File: src/rtl/bus_pkg.sv
// rtl/bus_pkg.sv - shared widths, rw encoding, command record and FSM states for the RAM bus master port
package bus_pkg;

  localparam int BUS_ADDR_W = 9;
  localparam int BUS_DATA_W = 8;

  localparam logic RW_WRITE = 1'b0;
  localparam logic RW_READ  = 1'b1;

  typedef struct packed {
    logic                  rw;
    logic [BUS_ADDR_W-1:0] addr;
    logic [BUS_DATA_W-1:0] data;
  } bus_cmd_t;

  typedef enum logic [1:0] {
    IDLE = 2'd0,
    REQ  = 2'd1,
    DONE = 2'd2
  } bus_master_state_t;

endpackage

File: src/rtl/bus_master_port_if.sv
// rtl/bus_master_port_if.sv - core command/response and RAM bus signals of one bus_master_port
// master = the port itself, slave = the core pipeline plus the bus arbiter around it.
interface bus_master_port_if
  import bus_pkg::*;
#(
  parameter int ADDR_W = BUS_ADDR_W,
  parameter int DATA_W = BUS_DATA_W
);

  logic              cmd_valid;
  logic              cmd_ready;
  logic              cmd_rw;
  logic [ADDR_W-1:0] cmd_addr;
  logic [DATA_W-1:0] cmd_data;

  logic              rsp_valid;
  logic              rsp_rw;
  logic [DATA_W-1:0] rsp_data;
  logic              rsp_err;

  logic              bus_request;
  logic              bus_rw;
  logic [ADDR_W-1:0] bus_address;
  logic [DATA_W-1:0] bus_data_in;
  logic              bus_grant;
  logic [DATA_W-1:0] bus_data_out;

  modport master (
    input  cmd_valid, cmd_rw, cmd_addr, cmd_data, bus_grant, bus_data_out,
    output cmd_ready, rsp_valid, rsp_rw, rsp_data, rsp_err,
    output bus_request, bus_rw, bus_address, bus_data_in
  );

  modport slave (
    output cmd_valid, cmd_rw, cmd_addr, cmd_data, bus_grant, bus_data_out,
    input  cmd_ready, rsp_valid, rsp_rw, rsp_data, rsp_err,
    input  bus_request, bus_rw, bus_address, bus_data_in
  );

endinterface

File: src/rtl/bus_cmd_fifo.sv
// rtl/bus_cmd_fifo.sv - synchronous command queue with wrap-around pointers (DEPTH power of two)
module bus_cmd_fifo
  import bus_pkg::*;
#(
  parameter int  DEPTH   = 2,
  parameter type entry_t = bus_cmd_t
) (
  input  logic   clk,
  input  logic   reset,
  input  logic   push,
  input  entry_t push_data,
  input  logic   pop,
  output entry_t head,
  output logic   full,
  output logic   empty
);

  localparam int PTR_W = $clog2(DEPTH);

  // The extra MSB on each pointer tells a full queue apart from an empty one.
  logic [PTR_W:0] wr_ptr_q, wr_ptr_d;
  logic [PTR_W:0] rd_ptr_q, rd_ptr_d;
  entry_t         mem_q [DEPTH];

  assign empty = (wr_ptr_q == rd_ptr_q);
  assign full  = (wr_ptr_q[PTR_W] != rd_ptr_q[PTR_W]) &&
                 (wr_ptr_q[PTR_W-1:0] == rd_ptr_q[PTR_W-1:0]);
  assign head  = mem_q[rd_ptr_q[PTR_W-1:0]];

  always_comb begin
    wr_ptr_d = wr_ptr_q;
    rd_ptr_d = rd_ptr_q;
    if (push && !full) begin
      wr_ptr_d = wr_ptr_q + 1'b1;
    end
    if (pop && !empty) begin
      rd_ptr_d = rd_ptr_q + 1'b1;
    end
  end

  always_ff @(posedge clk) begin
    if (reset) begin
      wr_ptr_q <= '0;
      rd_ptr_q <= '0;
    end else begin
      wr_ptr_q <= wr_ptr_d;
      rd_ptr_q <= rd_ptr_d;
    end
  end

  always_ff @(posedge clk) begin
    if (push && !full) begin
      mem_q[wr_ptr_q[PTR_W-1:0]] <= push_data;
    end
  end

endmodule

File: src/rtl/bus_master_port.sv
// rtl/bus_master_port.sv - core-side initiator: queues load/store commands and drives one core port of the RAM bus
// BUS_MASTER_TIMEOUT_EN adds a REQ watchdog that retires an ungranted request with rsp_err.
module bus_master_port
  import bus_pkg::*;
#(
  parameter int ADDR_W     = BUS_ADDR_W,
  parameter int DATA_W     = BUS_DATA_W,
  parameter int FIFO_DEPTH = 2,
  parameter int TIMEOUT    = 15
) (
  input  logic              clk,
  input  logic              reset,
  bus_master_port_if.master bif
);

  bus_master_state_t state_q, state_d;

  logic              bus_request_q, bus_request_d;
  logic              bus_rw_q, bus_rw_d;
  logic [ADDR_W-1:0] bus_address_q, bus_address_d;
  logic [DATA_W-1:0] bus_data_in_q, bus_data_in_d;

  logic              rsp_valid_q, rsp_valid_d;
  logic              rsp_rw_q, rsp_rw_d;
  logic [DATA_W-1:0] rsp_data_q, rsp_data_d;

  bus_cmd_t push_cmd, head_cmd, next_cmd;
  logic     push, pop, full, empty, have_cmd;

`ifdef BUS_MASTER_TIMEOUT_EN
  localparam int TIMER_W = $clog2(TIMEOUT + 1);

  logic [TIMER_W-1:0] timer_q, timer_d;
  logic               rsp_err_q, rsp_err_d;
`endif

  assign push     = bif.cmd_valid && !full;
  assign push_cmd = {bif.cmd_rw, bif.cmd_addr, bif.cmd_data};

  // A command landing in an empty queue is issued straight from the inputs,
  // so bus_request rises the cycle after acceptance.
  assign have_cmd = !empty || push;
  assign next_cmd = empty ? push_cmd : head_cmd;

  bus_cmd_fifo #(
    .DEPTH   (FIFO_DEPTH),
    .entry_t (bus_cmd_t)
  ) u_fifo (
    .clk       (clk),
    .reset     (reset),
    .push      (push),
    .push_data (push_cmd),
    .pop       (pop),
    .head      (head_cmd),
    .full      (full),
    .empty     (empty)
  );

  always_comb begin
    state_d       = state_q;
    bus_request_d = bus_request_q;
    bus_rw_d      = bus_rw_q;
    bus_address_d = bus_address_q;
    bus_data_in_d = bus_data_in_q;
    rsp_valid_d   = 1'b0;
    rsp_rw_d      = rsp_rw_q;
    rsp_data_d    = rsp_data_q;
    pop           = 1'b0;
`ifdef BUS_MASTER_TIMEOUT_EN
    rsp_err_d     = rsp_err_q;
    timer_d       = '0;
`endif

    unique case (state_q)
      // DONE issues the next queued command itself, which keeps the
      // back-to-back gap on bus_request at exactly one cycle.
      IDLE, DONE: begin
        state_d = IDLE;
        if (have_cmd) begin
          state_d       = REQ;
          bus_request_d = 1'b1;
          bus_rw_d      = next_cmd.rw;
          bus_address_d = next_cmd.addr;
          bus_data_in_d = next_cmd.data;
        end
      end
      REQ: begin
        if (bif.bus_grant) begin
          state_d       = DONE;
          pop           = 1'b1;
          bus_request_d = 1'b0;
          rsp_valid_d   = 1'b1;
          rsp_rw_d      = bus_rw_q;
          rsp_data_d    = (bus_rw_q == RW_READ) ? bif.bus_data_out : '0;
`ifdef BUS_MASTER_TIMEOUT_EN
          rsp_err_d     = 1'b0;
        end else if (timer_q == TIMER_W'(TIMEOUT)) begin
          state_d       = DONE;
          pop           = 1'b1;
          bus_request_d = 1'b0;
          rsp_valid_d   = 1'b1;
          rsp_rw_d      = bus_rw_q;
          rsp_data_d    = '0;
          rsp_err_d     = 1'b1;
        end else begin
          timer_d       = timer_q + 1'b1;
`endif
        end
      end
      default: state_d = IDLE;
    endcase
  end

  always_ff @(posedge clk) begin
    if (reset) begin
      state_q       <= IDLE;
      bus_request_q <= 1'b0;
      bus_rw_q      <= 1'b0;
      bus_address_q <= '0;
      bus_data_in_q <= '0;
      rsp_valid_q   <= 1'b0;
      rsp_rw_q      <= 1'b0;
      rsp_data_q    <= '0;
`ifdef BUS_MASTER_TIMEOUT_EN
      rsp_err_q     <= 1'b0;
      timer_q       <= '0;
`endif
    end else begin
      state_q       <= state_d;
      bus_request_q <= bus_request_d;
      bus_rw_q      <= bus_rw_d;
      bus_address_q <= bus_address_d;
      bus_data_in_q <= bus_data_in_d;
      rsp_valid_q   <= rsp_valid_d;
      rsp_rw_q      <= rsp_rw_d;
      rsp_data_q    <= rsp_data_d;
`ifdef BUS_MASTER_TIMEOUT_EN
      rsp_err_q     <= rsp_err_d;
      timer_q       <= timer_d;
`endif
    end
  end

  assign bif.cmd_ready   = !full;
  assign bif.bus_request = bus_request_q;
  assign bif.bus_rw      = bus_rw_q;
  assign bif.bus_address = bus_address_q;
  assign bif.bus_data_in = bus_data_in_q;
  assign bif.rsp_valid   = rsp_valid_q;
  assign bif.rsp_rw      = rsp_rw_q;
  assign bif.rsp_data    = rsp_data_q;
`ifdef BUS_MASTER_TIMEOUT_EN
  assign bif.rsp_err     = rsp_err_q;
`else
  assign bif.rsp_err     = 1'b0;
`endif

endmodule
File: src/flat_wrapper.sv
// flat-port wrapper written by rule: the top's interface ports become plain ports
module bus_master_port_flat import bus_pkg::*;
#(
  parameter int ADDR_W     = BUS_ADDR_W,
  parameter int DATA_W     = BUS_DATA_W,
  parameter int FIFO_DEPTH = 2,
  parameter int TIMEOUT    = 15
)
  (clk, reset, bif_cmd_valid, bif_cmd_rw, bif_cmd_addr, bif_cmd_data, bif_bus_grant, bif_bus_data_out, bif_cmd_ready, bif_rsp_valid, bif_rsp_rw, bif_rsp_data, bif_rsp_err, bif_bus_request, bif_bus_rw, bif_bus_address, bif_bus_data_in);
  bus_master_port_if #(.ADDR_W(ADDR_W), .DATA_W(DATA_W)) bif_i ();
  input  logic clk;
  input  logic reset;
  input wire logic [$bits(bif_i.cmd_valid)-1:0] bif_cmd_valid;
  input wire logic [$bits(bif_i.cmd_rw)-1:0] bif_cmd_rw;
  input wire logic [$bits(bif_i.cmd_addr)-1:0] bif_cmd_addr;
  input wire logic [$bits(bif_i.cmd_data)-1:0] bif_cmd_data;
  input wire logic [$bits(bif_i.bus_grant)-1:0] bif_bus_grant;
  input wire logic [$bits(bif_i.bus_data_out)-1:0] bif_bus_data_out;
  output wire logic [$bits(bif_i.cmd_ready)-1:0] bif_cmd_ready;
  output wire logic [$bits(bif_i.rsp_valid)-1:0] bif_rsp_valid;
  output wire logic [$bits(bif_i.rsp_rw)-1:0] bif_rsp_rw;
  output wire logic [$bits(bif_i.rsp_data)-1:0] bif_rsp_data;
  output wire logic [$bits(bif_i.rsp_err)-1:0] bif_rsp_err;
  output wire logic [$bits(bif_i.bus_request)-1:0] bif_bus_request;
  output wire logic [$bits(bif_i.bus_rw)-1:0] bif_bus_rw;
  output wire logic [$bits(bif_i.bus_address)-1:0] bif_bus_address;
  output wire logic [$bits(bif_i.bus_data_in)-1:0] bif_bus_data_in;
  assign bif_i.cmd_valid = bif_cmd_valid;
  assign bif_i.cmd_rw = bif_cmd_rw;
  assign bif_i.cmd_addr = bif_cmd_addr;
  assign bif_i.cmd_data = bif_cmd_data;
  assign bif_i.bus_grant = bif_bus_grant;
  assign bif_i.bus_data_out = bif_bus_data_out;
  assign bif_cmd_ready = bif_i.cmd_ready;
  assign bif_rsp_valid = bif_i.rsp_valid;
  assign bif_rsp_rw = bif_i.rsp_rw;
  assign bif_rsp_data = bif_i.rsp_data;
  assign bif_rsp_err = bif_i.rsp_err;
  assign bif_bus_request = bif_i.bus_request;
  assign bif_bus_rw = bif_i.bus_rw;
  assign bif_bus_address = bif_i.bus_address;
  assign bif_bus_data_in = bif_i.bus_data_in;
  bus_master_port #(.ADDR_W(ADDR_W), .DATA_W(DATA_W), .FIFO_DEPTH(FIFO_DEPTH), .TIMEOUT(TIMEOUT)) u_core (.clk(clk), .reset(reset), .bif(bif_i));
endmodule
File: config.mk
export PLATFORM = sky130hd
export DESIGN_NAME = bus_master_port_flat
export DESIGN_NICKNAME = d
export VERILOG_FILES = /design/src/rtl/bus_pkg.sv /design/src/rtl/bus_master_port_if.sv /design/src/rtl/bus_cmd_fifo.sv /design/src/rtl/bus_master_port.sv /design/src/flat_wrapper.sv
export SDC_FILE = /design/constraint.sdc
export NUM_CORES = 1
export LEC_CHECK = 0
export ABC_AREA = 1
export BUFFER_PORTS_ARGS = -buffer_cell sky130_fd_sc_hd__buf_4
export CAP_MARGIN = 0
export CORE_MARGIN = 4
export CORE_UTILIZATION = 58
export CTS_CLUSTER_DIAMETER = 200
export DETAILED_ROUTE_END_ITERATION = 6
export PLACE_DENSITY_LB_ADDON = 0.08
export SLEW_MARGIN = 25
export SYNTH_ARGS = -nofsm -noshare
export SYNTH_HDL_FRONTEND = slang
export SYNTH_SLANG_ARGS = --single-unit
File: constraint.sdc
create_clock -name clk -period 5.5 [get_ports clk]
set_clock_uncertainty 0.1 [all_clocks]
set_input_delay 0.825 -clock clk [delete_from_list [all_inputs] [get_ports clk]]
set_output_delay 0.825 -clock clk [all_outputs]
set_load 0.02 [all_outputs]
# Word level (Yosys, flattened, before mapping)
# Memory sizes are Yosys's and may differ from the RTL's. A register that Yosys moved wholly into a read port is not among the register bits.
# Index checks and enable logic that the tools add are counted.
[op_classes]
bitwise_logic = 0
mux = 11
magnitude_cmp = 0
shift = 0
mul = 0
eq_ne = 7
addsub = 2
n_reduce_logical = 13
div = 0
[ops]
columns = ["operator", "count"]
rows = [
  ["2-to-1 mux 8 bit", 1],
  ["2-to-1 mux 1 bit", 7],
  ["adder 2 x 1 -> 2 bit, second input constant", 2],
  ["logical AND 1 bit", 4],
  ["case mux 2 bit (2 select lines)", 1],
  ["AND reduction 2 bit", 2],
  ["AND reduction 3 bit", 1],
  ["equality test 2 x 1 -> 1 bit, second input constant", 1],
  ["equality test 2 bit", 1],
  ["equality test 2 bit, second input constant", 1],
  ["zero test 1 bit", 2],
  ["zero test 2 bit", 1],
  ["2-to-1 mux 2 bit", 1],
  ["!= test 2 x 1 -> 1 bit, second input constant", 1],
  ["!= test 2 bit, second input constant", 1],
  ["case mux 1 bit (2 select lines)", 1],
  ["nonzero test 2 bit", 1],
  ["OR reduction 2 bit", 1],
  ["equality test 1 bit", 1],
  ["logical OR 1 bit", 1],
  ["!= test 1 bit", 1],
]
[word_totals]
out_inout_bits = 31
input_bits = 30
mem_count = 1
word_cells = 41
register_bits = 17
latchBits = 0
mem_bits_ro = 0
mem_bits_rw = 36
[memory_table]
columns = ["name", "words", "word_bits", "read_ports", "rd_clocked_by_memory_dff", "wr", "line_no", "rtl"]
rows = [
  ["u_core.u_fifo.mem_q", 2, 18, 1, 1, 1, "bus_cmd_fifo.sv:23", "entry_t mem_q [DEPTH];"],
]

# Depth between registers and ports, before layout
# Gate-level depths: netlist of run 1.
[depth]
ltp_word = 7
depth_mapped = 9
ltp_nobuf = 8

# Hierarchy
# Synthesis of run 1 repeated with hierarchy kept, for this count alone.
[hier_totals]
cells_unflattened = 339
hier_area_um2 = 3216.8
[by_module_without_submodules]
columns = ["mod", "n_inst", "cells_each", "area_per_inst_um2", "seq_area_each_um2"]
rows = [
  ["bus_cmd_fifo", 1, 103, 1616.6, 1181.1],
  ["bus_master_port", 1, 236, 1600.3, 620.6],
]

# Least setup slack after synthesis of run 1
# Ideal clock, no wire load.
[synth_timing]
kind = "input port to flip-flop"
startpoint = "in bif_cmd_valid"
endpoint = "mem u_core.u_fifo.mem_q[0][0] (netlist bit) (enable)"
t_arrival_ps = 2018
path_slack_ps = 2990
n_path_buf = 1
setup_ps = 393
cell_stages = 3
required_ps = 5007
cell_sequence = "clkbuf_1 nand2_1 nor2_1"
[synth_via]
elab_chain_len = 4
[synth_rtl]
columns = ["element", "line_no", "rtl"]
rows = [
  ["from (decl)", "flat_wrapper.sv:13", "input wire logic [$bits(bif_i.cmd_valid)-1:0] bif_cmd_valid;"],
  ["logical AND 1 bit", "bus_master_port.sv:37", "assign push = bif.cmd_valid && !full;"],
  ["logical AND 1 bit", "bus_cmd_fifo.sv:52", "if (push && !full) begin"],
  ["2-to-1 mux 1 bit", "bus_cmd_fifo.sv:52", ""],
  ["2-to-1 mux 1 bit (implied by the code)", "bus_cmd_fifo.sv:53", "mem_q[wr_ptr_q[PTR_W-1:0]] <= push_data;"],
  ["to (decl)", "bus_cmd_fifo.sv:23", ""],
]
# Every way passes these cells.

# Final worst setup path of run 1
[layout_timing]
startpoint = "reg u_core.u_fifo.rd_ptr_q[0]"
endpoint = "out bif_cmd_ready"
[layout_via]
elab_chain_len = 3
[layout_rtl]
columns = ["element", "line_no", "rtl"]
rows = [
  ["from (decl)", "bus_cmd_fifo.sv:22", "logic [PTR_W:0] rd_ptr_q, rd_ptr_d;"],
  ["from (signal assigned)", "bus_cmd_fifo.sv:47", "rd_ptr_q <= rd_ptr_d;"],
  ["equality test 1 bit", "bus_cmd_fifo.sv:27", "(wr_ptr_q[PTR_W-1:0] == rd_ptr_q[PTR_W-1:0]);"],
  ["logical AND 1 bit", "bus_cmd_fifo.sv:26", "assign full = (wr_ptr_q[PTR_W] != rd_ptr_q[PTR_W]) &&"],
  ["zero test 1 bit", "bus_master_port.sv:144", "assign bif.cmd_ready = !full;"],
  ["to (decl)", "flat_wrapper.sv:19", "output wire logic [$bits(bif_i.cmd_ready)-1:0] bif_cmd_ready;"],
]
# Every way passes these cells.

==> flow_summary.yaml, run 1 <==
run_status:
  outcome: "finished clean"
power_and_ir_drop:
  intPower_w: 0.000856
  irDropWorstVdd_mv: 0.181
  sw_frac_of_total_pct: 29.2
  powerDensity_mw_per_mm2: 336
  combPwrFrac_pct: 20.1
  p_clk_share_pct: 28.2
  leakagePower_nw: 1.68
  power_frac_seq_pct: 51.6
  p_switching_w: 0.000354
drt:
  drt_iter0_drc: 162
  viasPerCell: 4.93
  routed_wl_um: 6460
  wl_per_cell_um: 13.2
  first_pass_iters: 4
  drc: 0
  ant_nets: 0
  dr_total_vias: 2418
grt:
  grt_start_max_net_pins: 39
  grt_use_met2_pct: 39.0
  grt-ovfl-total: 0
  track_usage_pct: 22.0
  antenna_found_initial: 0
  grt_pass1_wl_um: 10600
  grt_pass1_vias: 2283
  met1_usage_pct: 26.0
  met3_usage_pct: 4.15
  busiest_layer: "met2"
finish:
  fin_cells: 490
  num-nets-final: 445
  drive_gt1_share_pct: 18.6
  fillers: 447
  diodes: 0
  regArea_mm2: 0.00178
  post-route-util_pct: 70.9
  area_growth_pct: 18.9
  multi_input_area_mm2: 0.00101
  fin_area_mm2: 0.00360
yosys:
  synth_area_leaders: "edfxtp_1, dfxtp_1, nand2_1"
  yosysTopAreaCell: "edfxtp_1"
  syn_nets: 394
  synth-warning-count: 0
  synth_cells: 364
  avgSynthCellArea_um2: 8.32
  yosys.area.top_type_share_pct: 35.7
  yosys.cell_types.count: 20
  ys_seq_area_share_pct: 58.8
  synthesis.area_mm2: 0.00303
  synth_seq_cells: 71
placed_design:
  dpl.hpwl_um: 4570
  dpl_cell_area_mm2: 0.00344
  place_inst: 474
  gp_congestion: 0.871
  portBuffers: 59
floorplan:
  fp-row-count: 26
  start_util_pct: 59.7
  io_pins: 61
  core-area_mm2: 0.00507
  dieHeight_um: 80.3
  fp.dieW_um: 80.3
  die_area_mm2: 0.00644
clocking:
  cts-resized-gates: 0
  clock_sinks: 71
  ctsHoldBuffers: 0
  h-tree-depth: 3
  cts_buffer_depth: 2
  cts_tree: "built"
  cts_root_buf: "clkbuf_8"
  insertion_delay_ns: 0.34
  postCtsSetupBuffers: 0
  clk_pin_slew_ns: 0.07
  cts_buffers: 9
worst_setup_path:
  cp_max_fo: 22
  worstSetupStartpoint: "u_core.u_fifo.rd_ptr_q[0]"
  critPathMostFrequentCell: "nand2_2"
  worst_setup_path_end_kind: "primary output"
  r2r_end: "u_core.u_fifo.mem_q[0][0]"
  crit_path_end: "bif_cmd_ready"
  required_ns: 4.58
  cp_cell_sequence: "inv_1, nand2_1, nand2_2, nand2_2, buf_4"
  max_stage_delay_ns: 0.77
  worstReg2RegStart: "u_core.u_fifo.rd_ptr_q[0]"
  slowest_stage: "dfxtp_1"
  worstSetupPathType: "flop to primary output"
  cp.arrival_ns: 2.46
  r2r_slack_ns: 2.62
  reg2reg_depth: 7
  crit_path_start_kind: "flop"
timing:
  setup-tns-final_ns: 0
  fmax_ghz: 0.296
  hold_ws_ns: 0.366
  drv_slew: 0
  slew_headroom_pct: 54.0
  rsz0062_at_grt: "false"
  setup_viol: 0
  hold_viol_final: 0
  worst_pin_slew_ns: 0.689
  period_needed_ns: 3.38
  finalCritPeriodShare_pct: 61.5
run:
  cap_viol_max_count: 0
hold_path:
  holdPathStages: 2
  holdCritPathClass: "flop to flop"
==> per-stage QoR <==
step / power, W / worst slack, ns
final: 0.00121 / 2.12
after global routing: 0.00128 / 1.94
after CTS: 0.00122 / 2.12
after detailed placement: 0.000882 / 2.39
after global placement: 0.000875 / 2.50
after floorplan: 0.000802 / 2.99
==> synth_stat cells <==
library cell / n
edfxtp_1: 36
nand3_1: 2
nand4_1: 18
clkbuf_1: 9
inv_1: 27
xor2_1: 2
dfxtp_1: 35
nand2_1: 157
nand3b_1: 1
nand2_2: 2
nand3_2: 1
nor2_1: 42
a21oi_1: 15
o21ai_1: 2
inv_2: 1
buf_4: 4
nor2_2: 1
conb_1: 1
buf_2: 4
buf_6: 4
==> power groups by stage <==
| stage | clock network, W | logic (W) | registers, W |
|---|---|---|---|
| 2_1_floorplan | 0 | 0.000142 | 0.000660 |
| 3_5_place_dp | 0 | 0.000245 | 0.000637 |
| 6_report | 0.000342 | 0.000243 | 0.000625 |
| 4_1_cts | 0.000346 | 0.000246 | 0.000625 |
| 5_1_grt | 0.000377 | 0.000275 | 0.000629 |
| 3_3_place_gp | 0 | 0.000240 | 0.000635 |
==> logic make-up after synthesis <==
| group | Yosys count | share of synthesized area [%] |
|---|---|---|
| AOI/OAI and AO/OA | 17 | 2.81 |
| other | 1 | 0.124 |
| buffers and inverters | 49 | 7.73 |
| and+or+nand+nor | 224 | 29.9 |
| DFF | 71 | 58.8 |
| xor gates and xnor gates | 2 | 0.579 |
==> metal layers <==
layer,part of all wire (%),vias up
li1,-,1247
met4,1.5,0
met2,52,74
met5,0,-
met1,40,1087
met3,5.6,10
==> area by class of cell <==
class / count / area share (%)
Sequential cell: 71 / 49.5
Multi-Input combinational cell: 244 / 28.2
Clock buffer: 14 / 3.96
Inverter: 28 / 2.92
Tap cell: 70 / 2.43
Timing Repair Buffer: 61 / 12.7
Clock inverter: 2 / 0.278
==> worst max-delay path, delay by kind of cell (launching register included) <==
kind                   cells  cell delay, ns
DFF                        1            0.77
buffers and inverters      2            0.66
and+or+nand+nor            3            0.68
==> worst min path at each step <==
stage                              start                         to  slack (ns)
2_1_floorplan  u_core.u_fifo.rd_ptr_q[1]  u_core.u_fifo.rd_ptr_q[1]        0.38
3_3_place_gp      u_core.bif.rsp_data[2]     u_core.bif.rsp_data[2]        0.35
3_5_place_dp      u_core.bif.rsp_data[5]     u_core.bif.rsp_data[5]        0.36
4_1_cts           u_core.bif.rsp_data[5]     u_core.bif.rsp_data[5]        0.37
5_1_grt           u_core.bif.rsp_data[5]     u_core.bif.rsp_data[5]        0.40
6_report          u_core.bif.rsp_data[5]     u_core.bif.rsp_data[5]        0.37
==> state kept, by name, summed over array words and instances (netlist names) <==
name / count
u_core.bif.bus_address: 9
u_core.bif.bus_data_in: 8
u_core.bif.bus_request: 1
u_core.bif.bus_rw: 1
u_core.bif.rsp_data: 8
u_core.bif.rsp_rw: 1
u_core.bif.rsp_valid: 1
u_core.state_q: 2
u_core.u_fifo.mem_q: 36
u_core.u_fifo.rd_ptr_q: 2
u_core.u_fifo.wr_ptr_q: 2
==> cell usage in the layout (no fill, tap or decap) <==
cell type,count
inv_2,1
clkbuf_1,5
nand3b_1,1
a21oi_1,15
conb_1,1
clkbuf_8,9
o21ai_1,2
edfxtp_1,36
nand2_2,3
nand3_2,1
inv_1,27
xor2_1,2
nand4_1,18
clkinv_2,2
nand2_1,156
nand3_1,2
dfxtp_1,35
buf_4,61
nor2_1,42
nor2_2,1
Note: power is estimated with default switching activity, not from simulation.
==> run 2: changes to the inputs <==
ABC_AREA = 0   (was 1)
CORE_UTILIZATION = 55   (was 58)
clock period = 3.3 ns   (was 5.5 ns; I/O delays follow)
==> flow_summary.yaml, run 2 <==
power_and_ir_drop:
  combPwrFrac_pct: 23.1
  irDropWorstVdd_mv: 0.286
  leakagePower_nw: 1.56
  p_clk_share_pct: 27.6
  powerDensity_mw_per_mm2: 553
  power_frac_seq_pct: 49.4
  intPower_w: 0.00155
  sw_frac_of_total_pct: 29.4
  p_switching_w: 0.000644
grt:
  grt-ovfl-total: 0
  track_usage_pct: 19.7
  grt_pass1_wl_um: 11400
  antenna_found_initial: 0
  grt_start_max_net_pins: 41
  grt_pass1_vias: 2357
yosys:
  synth_common_cells: "edfxtp_1, nor2_1, dfxtp_1"
  yosysTopAreaCell: "edfxtp_1"
  ys_seq_area_share_pct: 53.1
  synth_cells: 291
  synthesis.area_mm2: 0.00336
  synthArstFlopShare_pct: 0
  yosys.cell_types.count: 37
  synth_seq_cells: 71
  avgSynthCellArea_um2: 11.5
  synth-warning-count: 0
  yosys.area.top_type_share_pct: 32.2
  syn_nets: 321
  dominantRegCellSynth: "edfxtp_1"
  synth_edf_count: 36
  synth_area_leaders: "edfxtp_1, dfxtp_1, a2111oi_2"
timing:
  setup-tns-final_ns: 0
  finalCritPeriodShare_pct: 78.4
  period_needed_ns: 2.59
  finalWorstSetupSlack_ns: 0.711
  rsz0062_at_grt: "false"
  drv_slew: 0
  fmax_ghz: 0.386
  setup_viol: 0
  slew_headroom_pct: 40.5
  hold_viol_final: 0
  worst_pin_slew_ns: 0.892
clocking:
  insertion_delay_ns: 0.33
  clk_pin_slew_ns: 0.07
  cts_buffers: 9
  cts_root_buf: "clkbuf_8"
  cts_buffer_depth: 2
  cts_tree: "built"
  cts-resized-gates: 0
  postCtsSetupBuffers: 0
  ctsHoldBuffers: 0
  clock_sinks: 71
  h-tree-depth: 3
finish:
  largest_register_ffs: 36
  final_common_cell: "buf_4"
  area_growth_pct: 18.0
  post-route-util_pct: 66.9
  num-nets-final: 366
  diodes: 0
  final_cell_mix: "buf_4, nor2_1, edfxtp_1"
  drive_gt1_share_pct: 34.0
worst_setup_path:
  crit_path_start_kind: "flop"
  worst_setup_path_end_kind: "primary output"
  cp_max_fo: 40
  cp_cell_sequence: "xnor2_2, nand2_1, buf_4"
  r2r_end: "u_core.bif.bus_address[1]"
  reg2reg_depth: 4
  cp.arrival_ns: 1.99
  worstReg2RegStart: "u_core.u_fifo.rd_ptr_q[0]"
  max_stage_delay_ns: 0.92
  worstSetupPathType: "flop to primary output"
  r2r_slack_ns: 0.75
  worstSetupStartpoint: "u_core.u_fifo.rd_ptr_q[0]"
  slowest_stage: "dfxtp_2"
  required_ns: 2.70
drt:
  first_pass_iters: 4
  drt_iter0_drc: 140
  viasPerCell: 5.87
  wl_per_cell_um: 16.8
  routed_wl_um: 6990
  drc: 0
  ant_nets: 0
  dr_total_vias: 2440
run_status:
  outcome: "finished clean"
floorplan:
  dieHeight_um: 86.1
  die_area_mm2: 0.00742
  start_util_pct: 56.7
  core-area_mm2: 0.00592
  fp-row-count: 28
  io_pins: 61
  fp.dieW_um: 86.1
placed_design:
  gp_congestion: 0.714
  portBuffers: 59
  dpl.hpwl_um: 4300
  pre_cts_ws_ns: 0.751
hold_path:
  hold_path_startpoint: "bif_cmd_data[6]"
  holdPathEnd: "u_core.u_fifo.mem_q[0][6]"
  holdPathStages: 1
  holdCritPathClass: "input pin to flop"
run:
  cap_viol_max_count: 0
[run 2: worst max path at each step]
stage,to
2_1_floorplan,u_core.u_fifo.mem_q[0][0]
3_3_place_gp,u_core.bif.bus_data_in[6]
3_5_place_dp,u_core.bif.bus_address[0]
4_1_cts,bif_cmd_ready
5_1_grt,u_core.bif.bus_address[2]
6_report,bif_cmd_ready
[run 2: critical path, delay by kind of cell, from the launching register on]
kind	cells	cell delay [ns]
AND/OR/NAND/NOR	1	0.17
flip-flops	1	0.92
buffers and inverters	1	0.15
XOR/XNOR	1	0.41
[run 2: cells by family (layout without fill, tap and decap cells)]
group	after synthesis	in the layout	share of synthesized area, %
other	1	1	0.112
AOI/OAI and AO/OA	75	75	23.4
DFF	71	71	53.1
muxes	4	4	1.34
buffers and inverters	38	88	6.22
xor gates and xnor gates	3	3	0.783
and+or+nand+nor	99	99	15.1
[run 2: metal layers]
layer / global-route usage [%] / routed length (um)
met5: 0 / 0
met4: 8.63 / 78
met3: 3.94 / 411
met2: 31.3 / 3280
met1: 26.1 / 3220
[run 2: metrics by stage]
step,hold slack (ns),total power (W),area [um2],instances
after floorplan,0.400,0.00145,3360,291
after global placement,0.338,0.00160,3790,400
after detailed placement,0.345,0.00161,3790,400
after CTS,0.235,0.00222,3960,416
after global routing,0.235,0.00230,3960,416
final,0.252,0.00219,3960,416
[run 2: area by class of cell]
class	count	area [um2]
clock inverter	1	5.00
clock buffer	15	166
timing repair buffer	65	488
tap	75	93.8
inverter	7	26.3
fill	473	1960
multi-input combinational	182	1400
sequential	71	1780
[run 2: power groups by stage]
stage	combinational (W)	sequential, W	clock, W
after floorplan	0.000337	0.00112	0
after global placement	0.000498	0.00110	0
after detailed placement	0.000508	0.00110	0
after CTS	0.000510	0.00108	0.000624
after global routing	0.000549	0.00109	0.000660
final	0.000505	0.00108	0.000604
